File: src/rtl/cdc_handshake_rx.sv
// -----------------------------------------------------------------------------
// cdc_handshake_rx
//
// Destination side of a 4-phase request/acknowledge clock-domain crossing.
// The asynchronous src_req is synchronised into dst_clk. When a request is
// seen and the one-word output buffer can accept it, src_data is captured. The
// captured word is then presented on out_data/out_valid, and dst_ack is raised.
// dst_ack stays high until the synchronised request returns low.
//
// Ports
//   dst_clk    in   1       destination clock, rising-edge
//   rst_n      in   1       asynchronous active-low reset
//   src_req    in   1       asynchronous 4-phase request
//   src_data   in   DATA_W  source word, stable while src_req is high
//   dst_ack    out  1       registered 4-phase acknowledge
//   out_data   out  DATA_W  captured word
//   out_valid  out  1       out_data holds an unconsumed word
//   out_ready  in   1       downstream accepts when out_valid && out_ready
//   busy       out  1       FSM is not idle
//   xfer_cnt   out  16      number of completed captures (wraps)
// -----------------------------------------------------------------------------
module cdc_handshake_rx #(
    parameter int DATA_W      = 8,
    parameter int SYNC_STAGES = 2
) (
    input  logic              dst_clk,
    input  logic              rst_n,
    input  logic              src_req,
    input  logic [DATA_W-1:0] src_data,
    output logic              dst_ack,
    output logic [DATA_W-1:0] out_data,
    output logic              out_valid,
    input  logic              out_ready,
    output logic              busy,
    output logic [15:0]       xfer_cnt
);

    generate
        if (SYNC_STAGES < 2) begin : g_bad_sync
            $error("cdc_handshake_rx: SYNC_STAGES must be at least 2");
        end
    endgenerate

    localparam logic [1:0] ST_IDLE     = 2'd0;
    localparam logic [1:0] ST_WAIT_BUF = 2'd1;
    localparam logic [1:0] ST_ACK      = 2'd2;

    // -------------------------------------------------------------------------
    // Request synchroniser. This is the only logic that samples src_req.
    // -------------------------------------------------------------------------
    logic [SYNC_STAGES-1:0] sync_q;
    logic                   req_s;

    always_ff @(posedge dst_clk or negedge rst_n) begin
        if (!rst_n) begin
            sync_q <= '0;
        end else begin
            // NOTE: sequential state uses non-blocking assignments. Every
            // flop then samples the values from before the edge, which is
            // what lets the shift chain move one stage per clock.
            sync_q <= {sync_q[SYNC_STAGES-2:0], src_req};
        end
    end

    assign req_s = sync_q[SYNC_STAGES-1];

    // -------------------------------------------------------------------------
    // Handshake FSM and output buffer
    // -------------------------------------------------------------------------
    logic [1:0]        state_q,    state_d;
    logic              ack_q,      ack_d;
    logic              valid_q,    valid_d;
    logic [DATA_W-1:0] data_q,     data_d;
    logic [15:0]       cnt_q,      cnt_d;
    logic              buf_free;
    logic              capture;

    always_comb begin
        // NOTE: every signal assigned here gets a default before the case.
        // A path that leaves a signal unassigned would infer a latch.
        state_d  = state_q;
        ack_d    = ack_q;
        valid_d  = valid_q;
        data_d   = data_q;
        cnt_d    = cnt_q;
        capture  = 1'b0;
        buf_free = !valid_q || out_ready;

        case (state_q)
            ST_IDLE: begin
                if (req_s) begin
                    if (buf_free) capture = 1'b1;
                    else          state_d = ST_WAIT_BUF;
                end
            end
            ST_WAIT_BUF: begin
                // If the source drops its request before we captured, that is
                // a protocol violation. The word is abandoned and ack is
                // never raised.
                if (!req_s)        state_d = ST_IDLE;
                else if (buf_free) capture = 1'b1;
            end
            ST_ACK: begin
                if (!req_s) begin
                    ack_d   = 1'b0;
                    state_d = ST_IDLE;
                end
            end
            default: state_d = ST_IDLE;
        endcase

        // The consumer drains the buffer first. A capture on the same edge
        // takes priority, so out_valid stays high with the new word.
        if (valid_q && out_ready) valid_d = 1'b0;

        if (capture) begin
            data_d  = src_data;
            valid_d = 1'b1;
            ack_d   = 1'b1;
            cnt_d   = cnt_q + 16'd1;
            state_d = ST_ACK;
        end
    end

    always_ff @(posedge dst_clk or negedge rst_n) begin
        if (!rst_n) begin
            // NOTE: the data register is reset along with the control
            // state. out_data then reads a defined zero after reset instead
            // of stale contents.
            state_q <= ST_IDLE;
            ack_q   <= 1'b0;
            valid_q <= 1'b0;
            data_q  <= '0;
            cnt_q   <= '0;
        end else begin
            state_q <= state_d;
            ack_q   <= ack_d;
            valid_q <= valid_d;
            data_q  <= data_d;
            cnt_q   <= cnt_d;
        end
    end

    // dst_ack leaves the module straight from its flop, so no combinational
    // glitch can reach the source domain.
    assign dst_ack   = ack_q;
    assign out_data  = data_q;
    assign out_valid = valid_q;
    assign busy      = (state_q != ST_IDLE);
    assign xfer_cnt  = cnt_q;

endmodule
File: config.mk
export PLATFORM = sky130hd
export DESIGN_NAME = cdc_handshake_rx
export DESIGN_NICKNAME = d
export VERILOG_FILES = /design/src/rtl/cdc_handshake_rx.sv
export SDC_FILE = /design/constraint.sdc
export NUM_CORES = 1
export LEC_CHECK = 0
export ABC_AREA = 0
export BUFFER_PORTS_ARGS = -buffer_cell sky130_fd_sc_hd__buf_2
export CAP_MARGIN = 15
export CORE_UTILIZATION = 45
export CTS_CLUSTER_DIAMETER = 100
export DETAILED_ROUTE_END_ITERATION = 7
export PLACE_DENSITY = 0.84
export RECOVER_POWER = 100
export SLEW_MARGIN = 20
export SYNTH_ARGS = -nofsm -noshare
export SYNTH_HDL_FRONTEND = slang
export SYNTH_SLANG_ARGS = --single-unit
File: constraint.sdc
create_clock -name dst_clk -period 1.45 [get_ports dst_clk]
set_input_delay 0.145 -clock dst_clk [delete_from_list [all_inputs] [get_ports dst_clk]]
set_output_delay 0.145 -clock dst_clk [all_outputs]
set_load 0.01 [all_outputs]
==> reports/qor_table.md, run 1 <==
| Result | This run | Unit |
|---|---|---|
| Largest net degree at the start of global routing | 31 | - |
| Yosys warns | 0 | - |
| Overall routed net length | 2.615 | mm |
| Clock tree sinks | 30 | - |
| Worst setup skew after layout | 0.01222 | ns |
| Gate Count Post-Synth | 101 | - |
| Initial DRT Pass Iterations | 4 | - |
| Max-cap viol count | 0 | - |
| Flip-flop cell with the highest count after synthesis | sky130_fd_sc_hd__dfrtp_1 | - |
| Headroom to the max-slew limit | 53.18 | % |
| Startpoint of the tightest hold check path | src_data[1] | - |
| Antenna Violating Nets Remaining | 0 | - |
| Detailed-route vias per instance | 5.085 | - |
| Number of filler cells placed in the layout | 228 | - |
| Total CTS buffers | 5 | - |
| Area after DPL | 0.001633 | sq mm |
| Final Wtd Congestion | 0.7238 | - |
| Number of nets in the synthesized netlist | 117 | - |
| Fraction of post-synthesis cell area in the top cell type by area | 56.76 | % |
| Worst-path fanout max | 11 | - |
| Die height | 56.21 | um |
| First-pass GRT wire length | 4.298 | mm |
| Kind of start point of the critical path | register | - |
| Endpoint arrival time on the critical path | 1.73 | ns |
| Largest area contributor in the synthesized netlist | sky130_fd_sc_hd__dfrtp_1 | - |
| Transition time at the pin with the least slew margin | 0.7022 | ns |
| Die area | 0.003160 | sq mm |
| Via count of the first global-routing pass | 970 | - |
| Top cells by instance count after synthesis | 30 x sky130_fd_sc_hd__dfrtp_1, 12 x sky130_fd_sc_hd__xnor2_1, 10 x sky130_fd_sc_hd__nand3_1, 7 x sky130_fd_sc_hd__mux2_4, 7 x sky130_fd_sc_hd__nand2_1 | - |
| R2r endpoint | out_data[4] | - |
| Startpoint of the most critical register-to-register path | state_q[0] | - |
| Share of synthesized registers carrying an async set or reset | 100.0 | % |
| TritonCTS clock tree | built | - |
| Library cell with the highest instance count after synthesis | sky130_fd_sc_hd__dfrtp_1 | - |
| Leakage Power | 0.7459 | nW |
| Global route total overflow | 0 | - |
| Total count of hold-check failures in the final report | 0 | - |
| Post-route cell area | 0.001713 | sq mm |
| Crit-path max cell delay | 0.41 | ns |
| 1st-iter DRT viols | 12 | - |
| Achievable clock frequency | 657.6 | MHz |
| Clock period minus worst slack | 1.521 | ns |
| Tcrit/Tclk final | 104.9 | % |
| RSZ-0062 raised after global routing | true | - |
| Worst-path cell with the longest stage delay | sky130_fd_sc_hd__dfrtp_1 | - |
| Clock tree buffer depth | 2 | - |
| Sink of the worst hold path | out_data[1] | - |
| Cell depth of the worst min-delay path | 2 | - |
| Core region area | 0.002781 | sq mm |
| Synthesized area per cell | 13.09 | sq um |
| Setup Viol. Count Final | 12 | - |
| Share of cells above drive strength 1 | 31.01 | % |
| Effective utilization at floorplan | 47.55 | % |
| Summed instance area of the synthesized netlist | 0.001323 | sq mm |
| Worst Reg2Reg Path Length in Cells | 6 | - |
| Relative area change from synthesis to final layout | 29.52 | % |
| Master cell of the clock root buffer | sky130_fd_sc_hd__clkbuf_4 | - |
| Horizontal die dimension | 56.21 | um |
| Clock network latency to the later pin of the worst-skew pair | 0.33 | ns |
| Run status | finished with violations | - |
| Seq cells post-synth | 30 | - |
| EDFF count, synth | 0 | - |
| Data required time of the worst path | 1.66 | ns |
| Worst hold slack | 0.04987 | ns |
| Clk slew on worst S/H paths | 0.09 | ns |
| Setup slack of the worst register-to-register path | -0.07 | ns |
| Kind of end point of the critical path | register | - |
| Number of nets in the layout | 173 | - |
| Distinct cell type count of the synthesized netlist | 26 | - |
| Final core utilization | 61.58 | % |
| Avg WL per Cell | 13.84 | um |
| Share of synthesized area occupied by flip-flops and latches | 56.76 | % |
| Overall Power | 0.003125 | W |
| Boundary Pins | 39 | - |
| Number of cell rows | 19 | - |
| Top post-synthesis cells by area | sky130_fd_sc_hd__dfrtp_1 57%, sky130_fd_sc_hd__mux2_4 7.9%, sky130_fd_sc_hd__xnor2_1 7.9% | - |
| Ordered list of cells on the worst path | inv_2, ha_4, o21ai_4, nor2_4, buf_12, mux2_4 | - |
| Number of vias in the routed layout | 961 | - |
| Crit path setup slack, layout | -0.07061 | ns |
| Crit Path Category | reg2reg | - |
| Overall fraction of global-route tracks in use | 18.51 | % |
| Final number of max-transition violations | 0 | - |
| Violations in the final reports | setup timing | - |
| Power density normalized to cell area | 1824 | mW/mm^2 |
| Peak supply drop | 1248 | uV |
| Number of levels in the clock H-tree | 2 | - |
| DP HPWL | 1.853 | mm |
| Residual DRC count | 0 | - |
| Antenna violations before repair | 0 | - |
| Port buffer count | 38 | - |
| Count of inserted antenna diode cells | 0 | - |
| Class of the most critical hold timing path | in2reg | - |
## repair_timing
item | CTS | global route
endpoints found under the hold margin | 31 | 0
buffers inserted | 2 | 1
setup endpoints to repair | 20 | 25
pin swaps | 2 | 5
hold buffers | 2 | 0
gates resized for setup | 2 | 2
## state kept, by name, indices dropped and copies added, names as in the netlist
name	count
out_valid	1
dst_ack	1
xfer_cnt	16
state_q	2
sync_q	2
out_data	8
## placed cells by master (no fill, tap or decap), types with 2 or more instances in the layout
cell type / instances
sky130_fd_sc_hd__clkbuf_1: 27
sky130_fd_sc_hd__dlygate4sd3_1: 2
sky130_fd_sc_hd__nand3_2: 2
sky130_fd_sc_hd__xnor2_1: 12
sky130_fd_sc_hd__xor2_1: 3
sky130_fd_sc_hd__o22ai_1: 2
sky130_fd_sc_hd__o21ai_0: 2
sky130_fd_sc_hd__mux2_2: 2
sky130_fd_sc_hd__inv_1: 2
sky130_fd_sc_hd__ha_1: 2
sky130_fd_sc_hd__buf_2: 12
sky130_fd_sc_hd__nand3_1: 8
sky130_fd_sc_hd__nand4_1: 3
sky130_fd_sc_hd__dfrtp_1: 30
sky130_fd_sc_hd__inv_2: 2
sky130_fd_sc_hd__buf_4: 8
sky130_fd_sc_hd__nand2_1: 7
sky130_fd_sc_hd__and3_1: 2
sky130_fd_sc_hd__mux2_4: 7
sky130_fd_sc_hd__ha_4: 2
sky130_fd_sc_hd__clkbuf_4: 5
## layout make-up
cell class                      instances  area, sq um  share of cell area, %
Inverter                                4        15.01                 0.8766
Tap cell                               31        38.79                  2.264
Clock buffer                            7        55.05                  3.214
Clock inverter                          1        5.005                 0.2922
Sequential cell                        30        750.7                  43.83
Multi-Input combinational cell         66        585.6                  34.19
Timing Repair Buffer                   50        262.8                  15.34
## stage by stage
stage,TNS [ns],setup slack [ns],std cells
after floorplan,-0.08530,-0.01219,101
after global placement,-0.1186,-0.01641,177
after detailed placement,-0.7077,-0.07989,177
after CTS,-0.6829,-0.07296,189
after global routing,-1.839,-0.1225,189
final,-0.6264,-0.07061,189
## cells by family (layout without fill, tap and decap cells)
logic type | count (synthesis) | after routing | synth area share (%)
buffers and inverters | 5 | 62 | 1.986
XOR/XNOR | 15 | 15 | 9.934
flip-flops | 30 | 30 | 56.76
AO/OA/AOI/OAI | 6 | 6 | 3.311
multiplexers | 10 | 10 | 10.41
AND/OR/NAND/NOR | 31 | 31 | 13.81
adder cells (fa/ha/maj) | 4 | 4 | 3.784
## metal layers
metal	wire [um]	GRT usage, %	vias up
li1	-	-	461
met1	1182	22.94	462
met2	1278	28.40	36
met3	140	7.442	2
met4	14	8.362	0
met5	0	0	-
## where the power goes
part           switching, W  internal [W]
clock              0.000276      0.000235
sequential         0.000209       0.00110
combinational      0.000637      0.000671
## worst max-delay path by stage
stage	to	from	cells after the start
global route	out_data[1]	state_q[0]	6
detailed placement	xfer_cnt[13]	state_q[1]	6
CTS	out_data[4]	state_q[0]	6
floorplan	out_data[0]	state_q[1]	6
global placement	out_data[6]	state_q[1]	6
finish	out_data[4]	state_q[0]	6
## worst max-delay path, delay by kind of cell (launching register included)
family | cells | cell delay [ns]
buf+inv | 2 | 0.24
fa+ha+maj | 1 | 0.17
mux | 1 | 0.29
simple gates | 1 | 0.06
flops | 1 | 0.41
compound gates | 1 | 0.24
Note: power is estimated with default switching activity, not from simulation.
==> inputs of run 2 (changes only) <==
RECOVER_POWER = 50   (was 100)
==> reports/qor_table.md, run 2 (synthesis results as in run 1) <==
| Result | This run | Unit | Change |
|---|---|---|---|
| Final number of max-transition violations | 0 | - | unchanged |
| Startpoint of the tightest hold check path | src_data[0] | - |  |
| Flip-flop count of the largest register, all copies and words added | 16 | - | unchanged |
| Setup Viol. Count Final | 12 | - | unchanged |
| Endpoint arrival time on the critical path | 1.73 | ns | about the same |
| Total CTS buffers | 5 | - | unchanged |
| Antenna Violating Nets Remaining | 0 | - | unchanged |
| Transition time at the pin with the least slew margin | 0.7028 | ns | +0.0006014 ns |
| Overall routed net length | 2.588 | mm | -1.0% |
| Count of inserted antenna diode cells | 0 | - | unchanged |
| Post-route cell area | 0.001748 | sq mm | +2.0% |
| Number of cell rows | 19 | - | unchanged |
| Number of levels in the clock H-tree | 2 | - | unchanged |
| Number of filler cells placed in the layout | 215 | - | -5.7% |
| Number of standard cells in the final layout excluding fillers | 189 | - | unchanged |
| Worst setup path startpoint | state_q[0] | - |  |
| Ordered list of cells on the worst path | inv_2, ha_4, o21ai_4, nor2_4, buf_12, mux2_4 | - |  |
| Clk slew on worst S/H paths | 0.09 | ns | about the same |
| Startpoint of the most critical register-to-register path | state_q[0] | - |  |
| Peak supply drop | 1249 | uV | about the same |
| Crit Path Category | reg2reg | - |  |
| Overall fraction of global-route tracks in use | 18.51 | % | unchanged |
| Effective utilization at floorplan | 47.55 | % | unchanged |
| Number of placed instances with taps included | 177 | - | unchanged |
| Port buffer count | 38 | - | unchanged |
| Boundary Pins | 39 | - | unchanged |
| Antenna violations before repair | 0 | - | unchanged |
| TritonCTS clock tree | built | - |  |
| Detailed-route vias per instance | 5.095 | - | +0.21% |
| Die height | 56.21 | um | unchanged |
| Setup slack of the worst register-to-register path | -0.07 | ns | about the same |
| Worst-path fanout max | 11 | - | unchanged |
| Crit-path max cell delay | 0.41 | ns | about the same |
| Achievable clock frequency | 657.6 | MHz | about the same |
| Master cell of the clock root buffer | sky130_fd_sc_hd__clkbuf_4 | - |  |
| Kind of start point of the critical path | register | - |  |
| Avg WL per Cell | 13.69 | um | -1.0% |
| Crit path to | out_data[4] | - |  |
| Class of the most critical hold timing path | in2reg | - |  |
| Crit path setup slack, layout | -0.07073 | ns | -0.0001243 ns |
| Commonest non-fill, non-tap cells in the layout | 37 x sky130_fd_sc_hd__buf_2, 30 x sky130_fd_sc_hd__dfrtp_1, 12 x sky130_fd_sc_hd__xnor2_1 | - |  |
| Relative area change from synthesis to final layout | 32.17 | % |  |
| Worst setup skew after layout | 0.01153 | ns | -0.0006929 ns |
| Power density normalized to cell area | 1824 | mW/mm^2 | about the same |
| Largest net degree at the start of global routing | 31 | - | unchanged |
| DP HPWL | 1.853 | mm | unchanged |
| Global route total overflow | 0 | - | unchanged |
| Residual DRC count | 0 | - | unchanged |
| Final Wtd Congestion | 0.7238 | - | unchanged |
| Share of cells above drive strength 1 | 47.47 | % | +16 points |
| Clock network latency to the later pin of the worst-skew pair | 0.33 | ns | about the same |
| Clock period minus worst slack | 1.521 | ns | +0.0001243 ns |
| 1st-iter DRT viols | 11 | - | -1 |
| Kind of end point of the critical path | register | - |  |
| Worst-path cell with the longest stage delay | sky130_fd_sc_hd__dfrtp_1 | - |  |
| Total count of hold-check failures in the final report | 0 | - | unchanged |
| Tcrit/Tclk final | 104.9 | % | about the same |
| Violations in the final reports | setup timing | - |  |
| Data required time of the worst path | 1.66 | ns | about the same |
| Run status | finished with violations | - |  |
| Max-cap viol count | 0 | - | unchanged |
| Die area | 0.003160 | sq mm | unchanged |
| Worst Reg2Reg Path Length in Cells | 6 | - | unchanged |
| Most frequent standard cell in the layout excluding fill and tap cells | sky130_fd_sc_hd__buf_2 | - |  |
| Horizontal die dimension | 56.21 | um | unchanged |
| Clock tree buffer depth | 2 | - | unchanged |
| R2r endpoint | out_data[4] | - |  |
| RSZ-0062 raised after global routing | true | - |  |
| Clock tree sinks | 30 | - | unchanged |
| Number of vias in the routed layout | 963 | - | +0.21% |
| Headroom to the max-slew limit | 53.14 | % | about the same |
| Core region area | 0.002781 | sq mm | unchanged |
| Via count of the first global-routing pass | 970 | - | unchanged |
| First-pass GRT wire length | 4.298 | mm | unchanged |
| Leakage Power | 0.8329 | nW | +12% |
| Initial DRT Pass Iterations | 3 | - | -1 |
| Number of nets in the layout | 173 | - | unchanged |
| Area after DPL | 0.001633 | sq mm | unchanged |
[run 2: changes by cell type in the layout (fill, tap and decap cells not counted), sizes merged]
cell and delta:
buf +26, clkbuf -26
[run 2: timing repair]
item,4_1_cts,5_1_grt
pin swaps,2,5
hold endpoints to repair,31,0
hold buffers,2,0
setup buffers,2,1
endpoints found under the setup margin,20,25
resized for setup,2,2
[run 2: routing by layer]
metal | track usage (%) | up-vias | part of all wire (%)
li1 | - | 460 | -
met1 | 22.94 | 469 | 45
met2 | 28.40 | 32 | 49
met3 | 7.442 | 2 | 5.0
met4 | 8.362 | 0 | 0.54
met5 | 0 | - | 0
[run 2: how the worst min path moves through the flow]
stage / slack (ns) / endpoint / depth (start not counted)
floorplan: -0.15 / dst_ack / 0
global placement: 0.19 / xfer_cnt[13] / 1
detailed placement: 0.21 / xfer_cnt[12] / 1
CTS: 0.02 / out_data[1] / 2
global route: 0.02 / out_data[7] / 2
finish: 0.05 / out_data[0] / 2
[run 2: per-stage QoR]
step	TNS (ns)	power (W)	setup WS (ns)	utilization, %	hold slack, ns
final	-0.6260	0.003189	-0.07073	62.84	0.04960
after global routing	-1.829	0.003423	-0.1225	62.84	0.01943
after CTS	-0.6829	0.003221	-0.07296	62.48	0.02453
after detailed placement	-0.7077	0.002638	-0.07989	58.70	0.2088
after global placement	-0.1186	0.002570	-0.01641	58.70	0.1938
after floorplan	-0.08530	0.002114	-0.01219	-	-0.1506
[run 2: worst max-delay path, delay by kind of cell (launching register included)]
kind            cells  cell delay [ns]
flops               1             0.41
mux                 1             0.29
buf+inv             2             0.24
compound gates      1             0.24
fa+ha+maj           1             0.17
simple gates        1             0.06
[run 2: layout make-up]
type	instances	area, sq um	share of cell area [%]
Sequential cell	30	750.7	42.95
Clock inverter	1	5.005	0.2863
Timing Repair Buffer	50	297.8	17.04
Tap cell	31	38.79	2.219
Clock buffer	7	55.05	3.150
Multi-Input combinational cell	66	585.6	33.50
Inverter	4	15.01	0.8590
[run 2: power breakdown]
group	leakage [nW]	switching (W)	internal, W
combinational	0.426	0.000639	0.000740
sequential	0.371	0.000202	0.00110
clock	0.0353	0.000276	0.000235
total	0.833	0.00112	0.00207
==> inputs of run 3 (changes only) <==
CORE_ASPECT_RATIO = 0.7   (was not set)
==> reports/qor_table.md, run 3 (synthesis results as in run 1) <==
| Result | This run | Unit | Change |
|---|---|---|---|
| Antenna Violating Nets Remaining | 0 | - | unchanged |
| Max-cap viol count | 0 | - | unchanged |
| Clock tree sinks | 30 | - | unchanged |
| RSZ-0062 raised after global routing | true | - |  |
| Tcrit/Tclk final | 103.3 | % | -1.6 points |
| Share of cells above drive strength 1 | 40.51 | % | -7.0 points |
| Clk slew on worst S/H paths | 0.06 | ns | -0.03 ns |
| Clock network latency to the later pin of the worst-skew pair | 0.28 | ns | -0.05 ns |
| Final Wtd Congestion | 0.7511 | - | +3.8% |
| Global route total overflow | 0 | - | unchanged |
| Setup slack of the worst register-to-register path | -0.05 | ns | +0.02 ns |
| Final core utilization | 64.11 | % | +1.3 points |
| Master cell of the clock root buffer | sky130_fd_sc_hd__clkbuf_8 | - |  |
| Count of buffer and inverter cells on the critical path | 2 | - | unchanged |
| Most frequent standard cell in the layout excluding fill and tap cells | sky130_fd_sc_hd__dfrtp_1 | - |  |
| Number of nets in the layout | 173 | - | unchanged |
| Die area | 0.003163 | sq mm | +0.11% |
| Total CTS buffers | 5 | - | unchanged |
| Power density normalized to cell area | 1905 | mW/mm^2 | +4.4% |
| Class of the most critical hold timing path | in2reg | - |  |
| Clock period minus worst slack | 1.498 | ns | -0.02301 ns |
| Core region area | 0.002803 | sq mm | +0.76% |
| Data required time of the worst path | 1.61 | ns | -0.05 ns |
| Kind of end point of the critical path | register | - |  |
| Relative contribution of the clock network to total power | 22.8 | % | +6.8 points |
| TritonCTS clock tree | built | - |  |
| Run status | finished with violations | - |  |
| Residual DRC count | 0 | - | unchanged |
| Number of filler cells placed in the layout | 246 | - | +14% |
| Number of cell rows | 16 | - | -3 |
| Combinational fraction of design power | 39.1 | % | -4.1 points |
| First-pass GRT wire length | 3.774 | mm | -12% |
| Crit Path Category | reg2reg | - |  |
| Power spent charging and discharging nets | 0.001134 | W | +1.6% |
| Setup Viol. Count Final | 10 | - | -2 |
| Worst-path fanout max | 12 | - | +1 |
| Flip-flop count of the largest register, all copies and words added | 16 | - | unchanged |
| R2r endpoint | out_data[7] | - |  |
| Flop pwr share | 38.1 | % | -2.6 points |
| Headroom to the max-slew limit | 51.49 | % | -1.7 points |
| Sink of the worst hold path | out_data[5] | - |  |
| Number of vias in the routed layout | 963 | - | unchanged |
| Horizontal die dimension | 66.80 | um | +19% |
| Crit path setup slack, layout | -0.04773 | ns | +0.02301 ns |
| Boundary Pins | 39 | - | unchanged |
| Avg WL per Cell | 12.52 | um | -8.6% |
| Effective utilization at floorplan | 47.19 | % | -0.36 points |
| Delay-heaviest family, CP | flip-flops | - |  |
| Total count of hold-check failures in the final report | 0 | - | unchanged |
| Via count of the first global-routing pass | 882 | - | -9.1% |
| Worst setup skew after layout | 0.003162 | ns | -0.008365 ns |
| Leakage Power | 0.8212 | nW | -1.4% |
| Violations in the final reports | setup timing | - |  |
| Endpoint arrival time on the critical path | 1.66 | ns | -0.07 ns |
| Peak supply drop | 1177 | uV | -5.8% |
| Startpoint of the tightest hold check path | src_data[5] | - |  |
| Number of levels in the clock H-tree | 2 | - | unchanged |
| Die height | 47.36 | um | -16% |
| Antenna violations before repair | 0 | - | unchanged |
| Relative area change from synthesis to final layout | 35.86 | % |  |
| Transition time at the pin with the least slew margin | 0.7277 | ns | +0.02487 ns |
| Worst-path cell with the longest stage delay | sky130_fd_sc_hd__dfrtp_1 | - |  |
| Ordered list of cells on the worst path | inv_2, ha_4, o21ai_4, nor2_4, buf_12, mux2_4 | - |  |
| Overall routed net length | 2.429 | mm | -6.1% |
| Initial DRT Pass Iterations | 4 | - | +1 |
| Worst hold slack | 0.09571 | ns | +0.04612 ns |
| Final number of max-transition violations | 0 | - | unchanged |
| Overall fraction of global-route tracks in use | 17.32 | % | -1.2 points |
| Switching Share | 33.13 | % | -1.9 points |
| 1st-iter DRT viols | 40 | - | +29 |
| Count of inserted antenna diode cells | 0 | - | unchanged |
| Cell depth of the worst min-delay path | 2 | - | unchanged |
| Clock tree buffer depth | 2 | - | unchanged |
| Commonest non-fill, non-tap cells in the layout | 30 x sky130_fd_sc_hd__dfrtp_1, 25 x sky130_fd_sc_hd__buf_2, 12 x sky130_fd_sc_hd__xnor2_1, 12 x sky130_fd_sc_hd__clkbuf_1 | - |  |
| Pre-CTS worst setup slack | -0.08149 | ns | -0.001608 ns |
| Worst Reg2Reg Path Length in Cells | 6 | - | unchanged |
| Crit-path max cell delay | 0.40 | ns | about the same |
| Startpoint of the most critical register-to-register path | state_q[0] | - |  |
| Detailed-route vias per instance | 4.964 | - | -2.6% |
| Achievable clock frequency | 667.7 | MHz | +1.5% |
| Cell-internal power | 0.002289 | W | +10% |
| DP HPWL | 1.688 | mm | -8.9% |
| Port buffer count | 38 | - | unchanged |
| Kind of start point of the critical path | register | - |  |
| Largest net degree at the start of global routing | 31 | - | unchanged |
[run 3: routing by layer]
metal	global-route usage, %	part of all wire, %	vias up
met5	0	0	-
met4	8.936	1.7	0
met3	7.282	6.3	7
met2	27.27	48	34
met1	20.75	44	467
li1	-	-	455
[run 3: worst register-to-register path, cell delays in order, from the launching register on]
cell and delay (ns):
sky130_fd_sc_hd__dfrtp_1 0.40, sky130_fd_sc_hd__inv_2 0.07, sky130_fd_sc_hd__ha_4 0.17, sky130_fd_sc_hd__o21ai_4 0.23, sky130_fd_sc_hd__nor2_4 0.06, sky130_fd_sc_hd__buf_12 0.16, sky130_fd_sc_hd__mux2_4 0.29
[run 3: worst max-delay path by stage]
stage | cells past startpoint | endpoint | start
2_1_floorplan | 6 | out_data[0] | state_q[1]
3_3_place_gp | 6 | out_data[6] | state_q[1]
3_5_place_dp | 6 | xfer_cnt[11] | state_q[1]
4_1_cts | 6 | out_data[0] | state_q[0]
5_1_grt | 6 | out_data[5] | state_q[0]
6_report | 6 | out_data[7] | state_q[0]
[run 3: stage by stage]
step	cell area (sq um)	total power, W	std cells	setup TNS, ns
6_report	1797	0.003424	194	-0.3617
5_1_grt	1797	0.003676	194	-1.178
4_1_cts	1779	0.003440	192	-0.4010
3_5_place_dp	1639	0.002628	182	-0.6332
3_3_place_gp	1639	0.002571	182	-0.1049
2_1_floorplan	1343	0.002114	101	-0.08530
[run 3: repair_timing]
item / in CTS / in global routing
resized for setup: 2 / 4
hold buffers: 2 / 0
pin swaps: 2 / 1
buffers inserted: 0 / 3
endpoints found under the hold margin: 31 / 0
setup endpoints to repair: 18 / 20
[run 3: cell type report]
| cell class | count | area [sq um] | share of cell area, % |
|---|---|---|---|
| clock buffers | 8 | 110.1 | 6.128 |
| repair buffers | 50 | 290.3 | 16.16 |
| multi-input cells | 66 | 585.6 | 32.59 |
| inverters | 4 | 15.01 | 0.8357 |
| flip-flops and latches | 30 | 750.7 | 41.78 |
| well taps | 36 | 45.04 | 2.507 |
[run 3: power by group through the flow]
stage / registers (W) / logic (W) / clock network [W]
after global placement: 0.00129 / 0.00129 / 0
after CTS: 0.00131 / 0.00134 / 0.000795
after detailed placement: 0.00130 / 0.00133 / 0
after global routing: 0.00135 / 0.00148 / 0.000842
after floorplan: 0.00141 / 0.000708 / 0
final: 0.00131 / 0.00134 / 0.000780
